File: config.mk
export PLATFORM = sky130hd
export DESIGN_NAME = keccak_hash_collector
export DESIGN_NICKNAME = d
export VERILOG_FILES = /design/src/rtl/keccak_hash_collector.sv
export SDC_FILE = /design/constraint.sdc
export NUM_CORES = 1
export LEC_CHECK = 0
export CELL_PAD_IN_SITES_DETAIL_PLACEMENT = 1
export CELL_PAD_IN_SITES_GLOBAL_PLACEMENT = 1
export CORE_AREA = 2 2 226 228
export DETAILED_ROUTE_END_ITERATION = 16
export DIE_AREA = 0 0 228 230
export PLACE_DENSITY = 0.7
export SYNTH_ARGS = -nofsm -noshare
export SYNTH_HDL_FRONTEND = slang
export SYNTH_SLANG_ARGS = --single-unit
File: constraint.sdc
create_clock -name clk -period 3.4 [get_ports clk]
set_input_delay 0.34 -clock clk [delete_from_list [all_inputs] [get_ports clk]]
set_output_delay 0.34 -clock clk [all_outputs]
set_load 0.05 [all_outputs]
File: src/rtl/keccak_hash_collector.sv
// -----------------------------------------------------------------------------
// keccak_hash_collector
//
// Collects the 64-bit output word stream of keccak_top into an HS-bit digest.
// Each word is byte-reversed and shifted in from the top, so that word k of the
// digest ends up in hash[64k+63:64k]. The completed digest is optionally
// compared against a target, then held until it is acknowledged. While the
// digest is being compared or held, the core is stalled with dst_ready.
//
// Build option:
//   KECCAK_COLLECTOR_TARGET_CMP_EN  defined   -> CMP state and an HS-bit
//                                                unsigned comparator;
//                                                hash_hit = (hash <= target).
//                                   undefined -> COLLECT goes directly to HOLD,
//                                                hash_hit is tied to 0 and
//                                                target is ignored.
//
// Parameters:
//   HS          digest width in bits; only 256 and 512 are legal.
//
// Ports:
//   clk         clock
//   reset       synchronous, active-high reset
//   clear       synchronous soft clear; same effect as reset
//   dst_write   core presents a valid dout word this cycle
//   dout        64-bit output word from the core
//   dst_ready   stall (1 = full, incoming words are dropped)
//   target      compare threshold, sampled in CMP
//   hash        assembled digest
//   hash_valid  digest complete and held
//   hash_hit    hash <= target, meaningful while hash_valid is 1
//   hash_ack    consume the held result
//   overrun     sticky: a word arrived while dst_ready was 1
// -----------------------------------------------------------------------------
module keccak_hash_collector #(
  parameter int HS = 256
) (
  input  logic          clk,
  input  logic          reset,
  input  logic          clear,
  input  logic          dst_write,
  input  logic [63:0]   dout,
  output logic          dst_ready,
  input  logic [HS-1:0] target,
  output logic [HS-1:0] hash,
  output logic          hash_valid,
  output logic          hash_hit,
  input  logic          hash_ack,
  output logic          overrun
);

  localparam int W  = HS / 64;
  localparam int CW = $clog2(W);

  typedef enum logic [1:0] {
    S_COLLECT = 2'd0,
    S_CMP     = 2'd1,
    S_HOLD    = 2'd2
  } state_e;

  state_e          state_q,   state_d;
  logic [CW-1:0]   cnt_q,     cnt_d;
  logic [HS-1:0]   hash_q,    hash_d;
  logic            overrun_q, overrun_d;

  // The core emits its lanes little-endian; the digest is byte-ordered.
  function automatic logic [63:0] rev_bytes(input logic [63:0] w);
    logic [63:0] r;
    for (int i = 0; i < 8; i++) begin
      r[8*i +: 8] = w[8*(7-i) +: 8];
    end
    return r;
  endfunction

  // NOTE: every variable assigned in this block gets its hold value first, so
  // no path through the case statement leaves one unassigned and no latch is
  // inferred.
  always_comb begin
    state_d   = state_q;
    cnt_d     = cnt_q;
    hash_d    = hash_q;
    overrun_d = overrun_q;

    unique case (state_q)
      S_COLLECT: begin
        if (dst_write) begin
          hash_d = {rev_bytes(dout), hash_q[HS-1:64]};
          if (cnt_q == CW'(W - 1)) begin
            cnt_d = '0;
`ifdef KECCAK_COLLECTOR_TARGET_CMP_EN
            state_d = S_CMP;
`else
            state_d = S_HOLD;
`endif
          end else begin
            cnt_d = cnt_q + 1'b1;
          end
        end
      end
`ifdef KECCAK_COLLECTOR_TARGET_CMP_EN
      S_CMP: begin
        state_d = S_HOLD;
      end
`endif
      S_HOLD: begin
        if (hash_ack) begin
          state_d = S_COLLECT;
        end
      end
      default: begin
        state_d = S_COLLECT;
      end
    endcase

    // A word offered while stalled is dropped; only the sticky flag records it.
    if (dst_write && (state_q != S_COLLECT)) begin
      overrun_d = 1'b1;
    end
  end

  // NOTE: state is updated with non-blocking assignments so every flop samples
  // the pre-edge values of the others. The digest register is reset too, since
  // hash is a visible output with a defined reset value.
  always_ff @(posedge clk) begin
    if (reset || clear) begin
      state_q   <= S_COLLECT;
      cnt_q     <= '0;
      hash_q    <= '0;
      overrun_q <= 1'b0;
    end else begin
      state_q   <= state_d;
      cnt_q     <= cnt_d;
      hash_q    <= hash_d;
      overrun_q <= overrun_d;
    end
  end

`ifdef KECCAK_COLLECTOR_TARGET_CMP_EN
  logic hit_q, hit_d;

  // The hit flag is computed once in CMP and then frozen for the HOLD period,
  // so target may change freely while the result is held.
  always_comb begin
    hit_d = hit_q;
    if (state_q == S_CMP) begin
      hit_d = (hash_q <= target);
    end else if ((state_q == S_HOLD) && hash_ack) begin
      hit_d = 1'b0;
    end
  end

  always_ff @(posedge clk) begin
    if (reset || clear) begin
      hit_q <= 1'b0;
    end else begin
      hit_q <= hit_d;
    end
  end

  assign hash_hit = hit_q;
`else
  logic unused_target;
  assign unused_target = ^target;
  assign hash_hit      = 1'b0;
`endif

  assign dst_ready  = (state_q != S_COLLECT);
  assign hash_valid = (state_q == S_HOLD);
  assign hash       = hash_q;
  assign overrun    = overrun_q;

endmodule

# == Word level (Yosys, flattened, before mapping) ==
# Cells that the tools add are included.
# classes
add_sub_neg,1
reduce_logical,6
n_eq_ne,5
n_mux,5
# ops
operator,count
two-way mux 2 bit,4
equality test 2 bit (second input constant),2
inequality test 2 bit (second input constant),2
case mux 2 bit (2 select lines),1
AND reduction 3 bit,1
adder 2 x 1 -> 2 bit (second input constant),1
logical NOT 2 bit,1
inequality test 2 x 1 -> 1 bit (second input constant),1
AND reduction 2 bit,1
nonzero test 2 bit,1
logical AND 1 bit,1
logical OR 1 bit,1
# totals
register_bits,261
out_inout_bits,260
inputBits,325
wordCells,21

# == Logic depth before layout (Yosys ltp) ==
# Gate-level depths: netlist of run 1.
# logic_depth
depth_word,4
ltp_mapped,6
mapped_depth_nobuf,4

# == Least setup slack after synthesis of run 1 ==
# OpenSTA, ideal clock, no wires.
# synth_path
path_type,register -> register
from,register state_q[1]
to,"register hash_q[231], in the netlist hash[231]"
required_time_ns,3.330
period_less_slack_ns,1.539
t_arrival_ns,1.468
stages_incl_launch_ff,7
n_path_buf,3
setup_ns,0.070
path_slack_ns,1.861
cell_sequence,dfxtp_1 -> nand2b_1 -> buf_4 -> buf_6 -> buf_2 -> nand2_1 -> a21oi_1
# synth_between
elab_chain_cells,2
# synth_rtl
item,line_no,text
start: declaration,61,"state_e state_q, state_d;"
start signal: assignment,131,state_q <= state_d;
logical NOT 2 bit,84,unique case (state_q)
AND reduction 2 bit (no line),-,
end signal: assignment,133,hash_q <= hash_d;
end: declaration,63,"logic [HS-1:0] hash_q, hash_d;"
# Every way passes these cells.
# A chain may end at the register's enable or synchronous reset.

# == Worst setup path in the final report of run 1 ==
# layout_path
from,register state_q[1]
to,output port dst_ready
# layout_between
elab_chain_cells,1
# layout_rtl
item,line_no,text
nonzero test 2 bit,167,assign dst_ready = (state_q != S_COLLECT);
end: declaration,43,"output logic dst_ready,"
# Every way passes these cells.

==> summary.md, run 1 <==
| Metric | Value |
|---|---|
| PwrDens | `499 nW/um^2` |
| Worst setup startpoint | `state_q[1]` |
| HP Class | `primary input to flip-flop` |
| CTS Buf Count | `31` |
| Final WL | `30,600 microns` |
| Seq pwr share | `0.448` |
| Leading area contributor after synthesis | `dfxtp_1` |
| Sequential fraction of the synthesis area | `0.578` |
| Achievable Freq | `around 440 MHz` |
| Buffers added on ports | `327` |
| Hold-fix buffers at CTS | `0` |
| H-tree levels | `1` |
| Psw | `1.70 mW` |
| Post-cts repair resize count | `0` |
| DP Wirelength | `20,800 microns` |
| Start point of the worst hold path | `dout[20]` |
| Met2 wire length | `14,600 microns` |
| Met3 wire len | `2190 microns` |
| Height of the die | `230 microns` |
| Crit path kind | `flip-flop to primary output` |
| Ant diodes | `0` |
| Initial Util | `0.181` |
| First-pass GRT wire length | `48,000 microns` |
| Crit share post-route | `0.674` |
| Clock transition at path regs | `roughly 0.060 ns` |
| DR vias | `about 8,400` |
| Max Used Layer | `met5` |
| Max Clock Skew | `0.0141 ns` |
| Unrepaired setup endpoints after global routing | `no` |
| Clock Sinks | `260` |
| Drt wl/cell | `14.5 microns` |
| Met1 WL | `13,000 microns` |
| TritonRoute pass-1 iters | `4` |
| FF+latch count, synth | `260` |
| DRC errors left | `0` |
| Initial antenna violation count | `1` |
| Clock buffer depth | `3` |
| CP endpoint kind | `primary output` |
| Final Non-Filler Cells | `2,116` |
| Area grow syn2layout | `54.2%` |
| MaxCap Viol Count | `0` |
| CP startpoint kind | `flip-flop` |
| Warnings from Yosys | `0` |
| Iter 0 DRT Violations | `about 360` |
| Die ar. | `roughly 52,000 sq um` |
| CP arrival | `around 2.0 ns` |
| GPL Wtd Cong | `0.767` |
| Crit-path cells | `clkdlybuf4s50_1` |
| Synthesized instance count | `1,133` |
| Setup violations, final | `0` |
| Fillcell total | `approximately 6,000` |
| Status | `finished, final reports clean` |
| VDD IR max | `about 0.35 mV` |
| Via/cell ratio | `3.96` |
| Critical path depth | `1` |
| Final Hold Viols | `0` |
| Sum of negative setup slack | `0 ns` |
| Layout cells sized above 1 | `0.0492` |
| Area of the core | `49,900 sq um` |
| Tot GR Track Use | `0.112` |
| Worst-skew pair later-pin latency | `about 0.57 ns` |
| Dpl cells | `2,059` |
| Netlist cell types | `15` |
| Largest net degree at the start of global routing | `around 140` |
| Antenna Nets Post-Route | `0` |
| Worst Path Required | `3.06 ns` |
| Row Count | `82` |
| Minimum clock period | `around 2.3 ns` |
| Nets | `1,746` |
| Post-Syn Area | `~9000 sq um` |
| Share of the synthesized area in the top cell type | `0.578` |
| FF-to-FF path depth | `4` |
| Register Area | `5200 sq um` |
| Top post-synthesis cells by area | `dfxtp_1 (58%), nand2_1 (22%), a21oi_1 (14%)` |
| Cell family with most CP delay | `buffers and inverters` |
| Synthesized area per cell | `7.95 sq um` |
| Vias in the first global route | `8,486` |
| Worst-margin pin slew | `0.744 ns` |
| Die Wd | `228 microns` |
| Internal power | `around 5.2 mW` |
| Hold Crit Depth | `3` |
| Fin. max-slew vios | `0` |
| Slew Limit Headroom | `0.504` |
| Ports | `585` |
| Leak | `~4.4 nW` |
| Slowest cell delay on critical path | `0.88 ns` |
| Sw Ratio | `0.246` |
| CTS Root Cell | `clkbuf_16` |
| Buffers plus inverters on the worst setup path | `1` |
| CP max FO | `6` |
| Hold Slack | `~0.32 ns` |
| Slowest CP cell | `clkdlybuf4s50_1` |
| Clock power frac | `0.481` |
| CTS tree | `done` |
| Area of the multi-input gates | `3310 sq um` |
| Setup Fix Bufs, Post-CTS | `0` |
| Grt ovf | `0` |
| Fin util | `0.278` |
| Origin of the critical flop-to-flop path | `state_q[1]` |
| Gate power share | `0.071` |
| Syn nets | `1,459` |
## stage by stage
stage               power, mW  cell area (sq um)  setup slack (ns)
finish                   6.93              13900              1.11
global route             7.22              13900              1.03
CTS                      7.06              13900              1.06
detailed placement       3.67              12800              1.04
global placement         3.66              12800              1.09
floorplan                3.46               9000              1.86
## cell usage in the layout, fill, tap and decap left out, types with 2 or more instances in the layout
| cell | Yosys | routed |
|---|---|---|
| clkdlybuf4s50_1 | 0 | 327 |
| clkbuf_8 | 0 | 3 |
| dfxtp_1 | 260 | 260 |
| clkinv_2 | 0 | 6 |
| buf_4 | 9 | 8 |
| buf_12 | 0 | 8 |
| bufinv_16 | 0 | 3 |
| nor2_1 | 2 | 2 |
| nand2_1 | 516 | 516 |
| inv_6 | 0 | 3 |
| clkinvlp_4 | 0 | 3 |
| clkbuf_1 | 6 | 6 |
| a21oi_1 | 259 | 259 |
| clkbuf_16 | 0 | 31 |
## registers in the layout (all words and copies together), names as in the netlist
register  cells
hash        256
cnt_q         2
overrun       1
state_q       1
## logic make-up after synthesis
| family | count (synthesis) | synth area share |
|---|---|---|
| AO/OA/AOI/OAI | 259 | 0.144 |
| adder cells (fa/ha/maj) | 1 | 0.00139 |
| multiplexers | 1 | 0.00125 |
| buffers and inverters | 89 | 0.0560 |
| flip-flops | 260 | 0.578 |
| AND/OR/NAND/NOR | 522 | 0.219 |
| other | 1 | 0.000417 |
## final cells by class
cell class,instances,area share
Sequential cell,260,0.375
Timing Repair Buffer,343,0.252
Multi-Input combinational cell,784,0.239
Tap cell,672,0.0606
Clock buffer,40,0.0605
Clock inverter,17,0.0136
## synth_stat cells
cell,count
nand2_1,516
dfxtp_1,260
a21oi_1,259
buf_2,67
buf_4,9
buf_6,7
clkbuf_1,6
nor2_1,2
conb_1,1
ha_1,1
mux2_2,1
nand2b_1,1
nor2b_1,1
or2_2,1
or3_1,1
## worst paths after layout
check                           slack, ns   endpoint
worst min-delay path                 0.32  hash[236]
worst max register to register       1.39  hash[162]
worst min register to register       0.45   hash[20]
worst max-delay path                 1.11  dst_ready
## layer usage
metal	track usage	vias up
li1	-	4195
met1	0.133	3917
met2	0.193	218
met3	0.0340	51
met4	0.0390	2
met5	0	-
## power by group through the flow
| stage | registers [mW] | logic (mW) | clock network, mW |
|---|---|---|---|
| 2_1_floorplan | 3.27 | 0.190 | 0 |
| 3_3_place_gp | 3.17 | 0.493 | 0 |
| 3_5_place_dp | 3.17 | 0.497 | 0 |
| 4_1_cts | 3.10 | 0.499 | 3.46 |
| 5_1_grt | 3.11 | 0.528 | 3.59 |
| 6_report | 3.10 | 0.489 | 3.33 |
No activity file was read; power rests on OpenSTA's default activity.
==> run 2: changes to the inputs <==
CORE_AREA = 2 2 228 230   (was 2 2 226 228)
DIE_AREA = 0 0 230 232   (was 0 0 228 230)
PLACE_DENSITY = 0.69   (was 0.7)
clock period = 2.25 ns   (was 3.4 ns; I/O delays follow)
==> summary.md, run 2 (synthesis results as in run 1) <==
| Metric | Value |
|---|---|
| Final Hold Viols | `0 (unchanged)` |
| Ports | `585 (unchanged)` |
| Slowest cell delay on critical path | `0.87 ns (about the same)` |
| Sw Ratio | `0.237 (-0.00860)` |
| Unrepaired setup endpoints after global routing | `no` |
| H-tree levels | `1 (unchanged)` |
| Status | `finished, final reports clean` |
| Top Registers | `hash x256, cnt_q x2` |
| Fin. max-slew vios | `0 (unchanged)` |
| Buffers added on ports | `327 (unchanged)` |
| Seq pwr share | `0.451 (+0.003)` |
| Max Clock Skew | `0.0133 ns (-0.000828 ns)` |
| Iter 0 DRT Violations | `342 (-6.0%)` |
| Die Wd | `230 microns (+0.88%)` |
| Antenna Nets Post-Route | `0 (unchanged)` |
| CTS Root Cell | `clkbuf_16` |
| Clock transition at path regs | `0.06 ns (about the same)` |
| Die ar. | `53,400 sq um (+1.8%)` |
| Final worst slack | `0.114 ns (-0.996 ns)` |
| Slowest CP cell | `clkdlybuf4s50_1` |
| Sum of negative setup slack | `0 ns (unchanged)` |
| CP arrival | `1.91 ns (-0.04 ns)` |
| Row Count | `83 (+1.2%)` |
| Setup Fix Bufs, Post-CTS | `0 (unchanged)` |
| Crit-path cells | `clkdlybuf4s50_1` |
| Internal power | `7.94 mW (+52%)` |
| Leak | `4.51 nW (+2.3%)` |
| Psw | `2.47 mW (+45%)` |
| CTS tree | `done` |
| Slew Limit Headroom | `0.589 (+0.0846)` |
| Gate power share | `0.076 (+0.005)` |
| CP max FO | `6 (unchanged)` |
| Commonest non-fill, non-tap cell in the layout | `nand2_1` |
| First-pass GRT wire length | `48,600 microns (+1.1%)` |
| Largest reg by FF count | `hash` |
| Setup WS pre-CTS | `0.303 ns (-0.740 ns)` |
| Nets | `1,762 (+0.92%)` |
| Achievable Freq | `468 MHz` |
| Final Non-Filler Cells | `2,136 (+0.95%)` |
| Buffers plus inverters on the worst setup path | `1 (unchanged)` |
| DR vias | `8,483 (+1.2%)` |
| Initial Util | `0.177 (-0.00363)` |
| Initial antenna violation count | `0 (-1)` |
| CP endpoint kind | `primary output` |
| GPL Wtd Cong | `0.754 (-1.7%)` |
| Worst-margin pin slew | `0.615 ns (-0.129 ns)` |
| MaxCap Viol Count | `0 (unchanged)` |
| TritonRoute pass-1 iters | `4 (unchanged)` |
| Tot GR Track Use | `0.112 (-0.000246)` |
| VDD IR max | `0.504 mV (+46%)` |
| Layout cells sized above 1 | `0.0556 (+0.00646)` |
| Crit path kind | `flip-flop to primary output` |
| Post-cts repair resize count | `0 (unchanged)` |
| DP Wirelength | `21,900 microns (+5.2%)` |
| Crit share post-route | `0.949` |
| Clock power frac | `0.473 (-0.008)` |
| Hold-fix buffers at CTS | `0 (unchanged)` |
| Cell family with most CP delay | `buffers and inverters` |
| Commonest cells after routing, fill and taps aside | `nand2_1 (516), clkdlybuf4s50_1 (327), dfxtp_1 (260)` |
| Ant diodes | `0 (unchanged)` |
| Height of the die | `232 microns (+0.87%)` |
| Minimum clock period | `2.14 ns` |
| Worst Path Required | `2.03 ns (-1.03 ns)` |
| CP startpoint kind | `flip-flop` |
| Area grow syn2layout | `56.4%` |
| Final WL | `31,300 microns (+2.2%)` |
| Drt wl/cell | `14.7 microns (+1.3%)` |
| Max reg flops | `256 (unchanged)` |
| DRC errors left | `0 (unchanged)` |
| Largest net degree at the start of global routing | `109 (-23%)` |
| Fin util | `0.277 (-0.00162)` |
| Area of the core | `50,900 sq um (+2.1%)` |
| Dpl cells | `2,083 (+1.2%)` |
| PwrDens | `739 nW/um^2 (+48%)` |
| Grt ovf | `0 (unchanged)` |
| Worst-skew pair later-pin latency | `0.56 ns (about the same)` |
| Clock buffer depth | `3 (unchanged)` |
| Clock Sinks | `260 (unchanged)` |
| HP Class | `primary input to flip-flop` |
| CTS Buf Count | `31 (unchanged)` |
| Via/cell ratio | `3.97 (+0.25%)` |
| Vias in the first global route | `8,754 (+3.2%)` |
| Setup violations, final | `0 (unchanged)` |
==> run 2: metrics by stage <==
stage,total power [mW],hold slack [ns],instance area (sq um)
floorplan,5.24,0.361,9000
global placement,5.58,0.442,13100
detailed placement,5.59,0.448,13100
CTS,10.6,0.174,14100
global route,10.9,0.190,14100
finish,10.4,0.216,14100
==> run 2: cell type report <==
class / instances / area [sq um]
Timing Repair Buffer: 359 / 3710
Fill cell: 6069 / 36800
Clock inverter: 6 / 85.1
Clock buffer: 47 / 916
Multi-Input combinational cell: 784 / 3310
Tap cell: 680 / 851
Sequential cell: 260 / 5200
==> run 2: routing by layer <==
layer / up-vias / wire (microns) / GRT usage
met3: 58 / 1620 / 0.0238
met1: 4011 / 13200 / 0.131
met5: - / 0 / 0
met4: 0 / 1020 / 0.0435
met2: 194 / 15500 / 0.200
li1: 4220 / - / -
==> run 2: final timing paths <==
kind               from        end  slack, ns  depth (start not counted)
max          state_q[1]  dst_ready       0.11                          1
min            dout[57]  hash[193]       0.22                          3
max reg2reg  state_q[1]  hash[241]       0.67                          5
min reg2reg    hash[36]   hash[36]       0.45                          2
==> run 2: power by group through the flow <==
| stage | combinational [mW] | clock (mW) | sequential (mW) |
|---|---|---|---|
| 4_1_cts | 0.802 | 5.13 | 4.69 |
| 5_1_grt | 0.847 | 5.32 | 4.70 |
| 2_1_floorplan | 0.287 | 0 | 4.95 |
| 3_5_place_dp | 0.799 | 0 | 4.79 |
| 3_3_place_gp | 0.789 | 0 | 4.79 |
| 6_report | 0.789 | 4.93 | 4.69 |
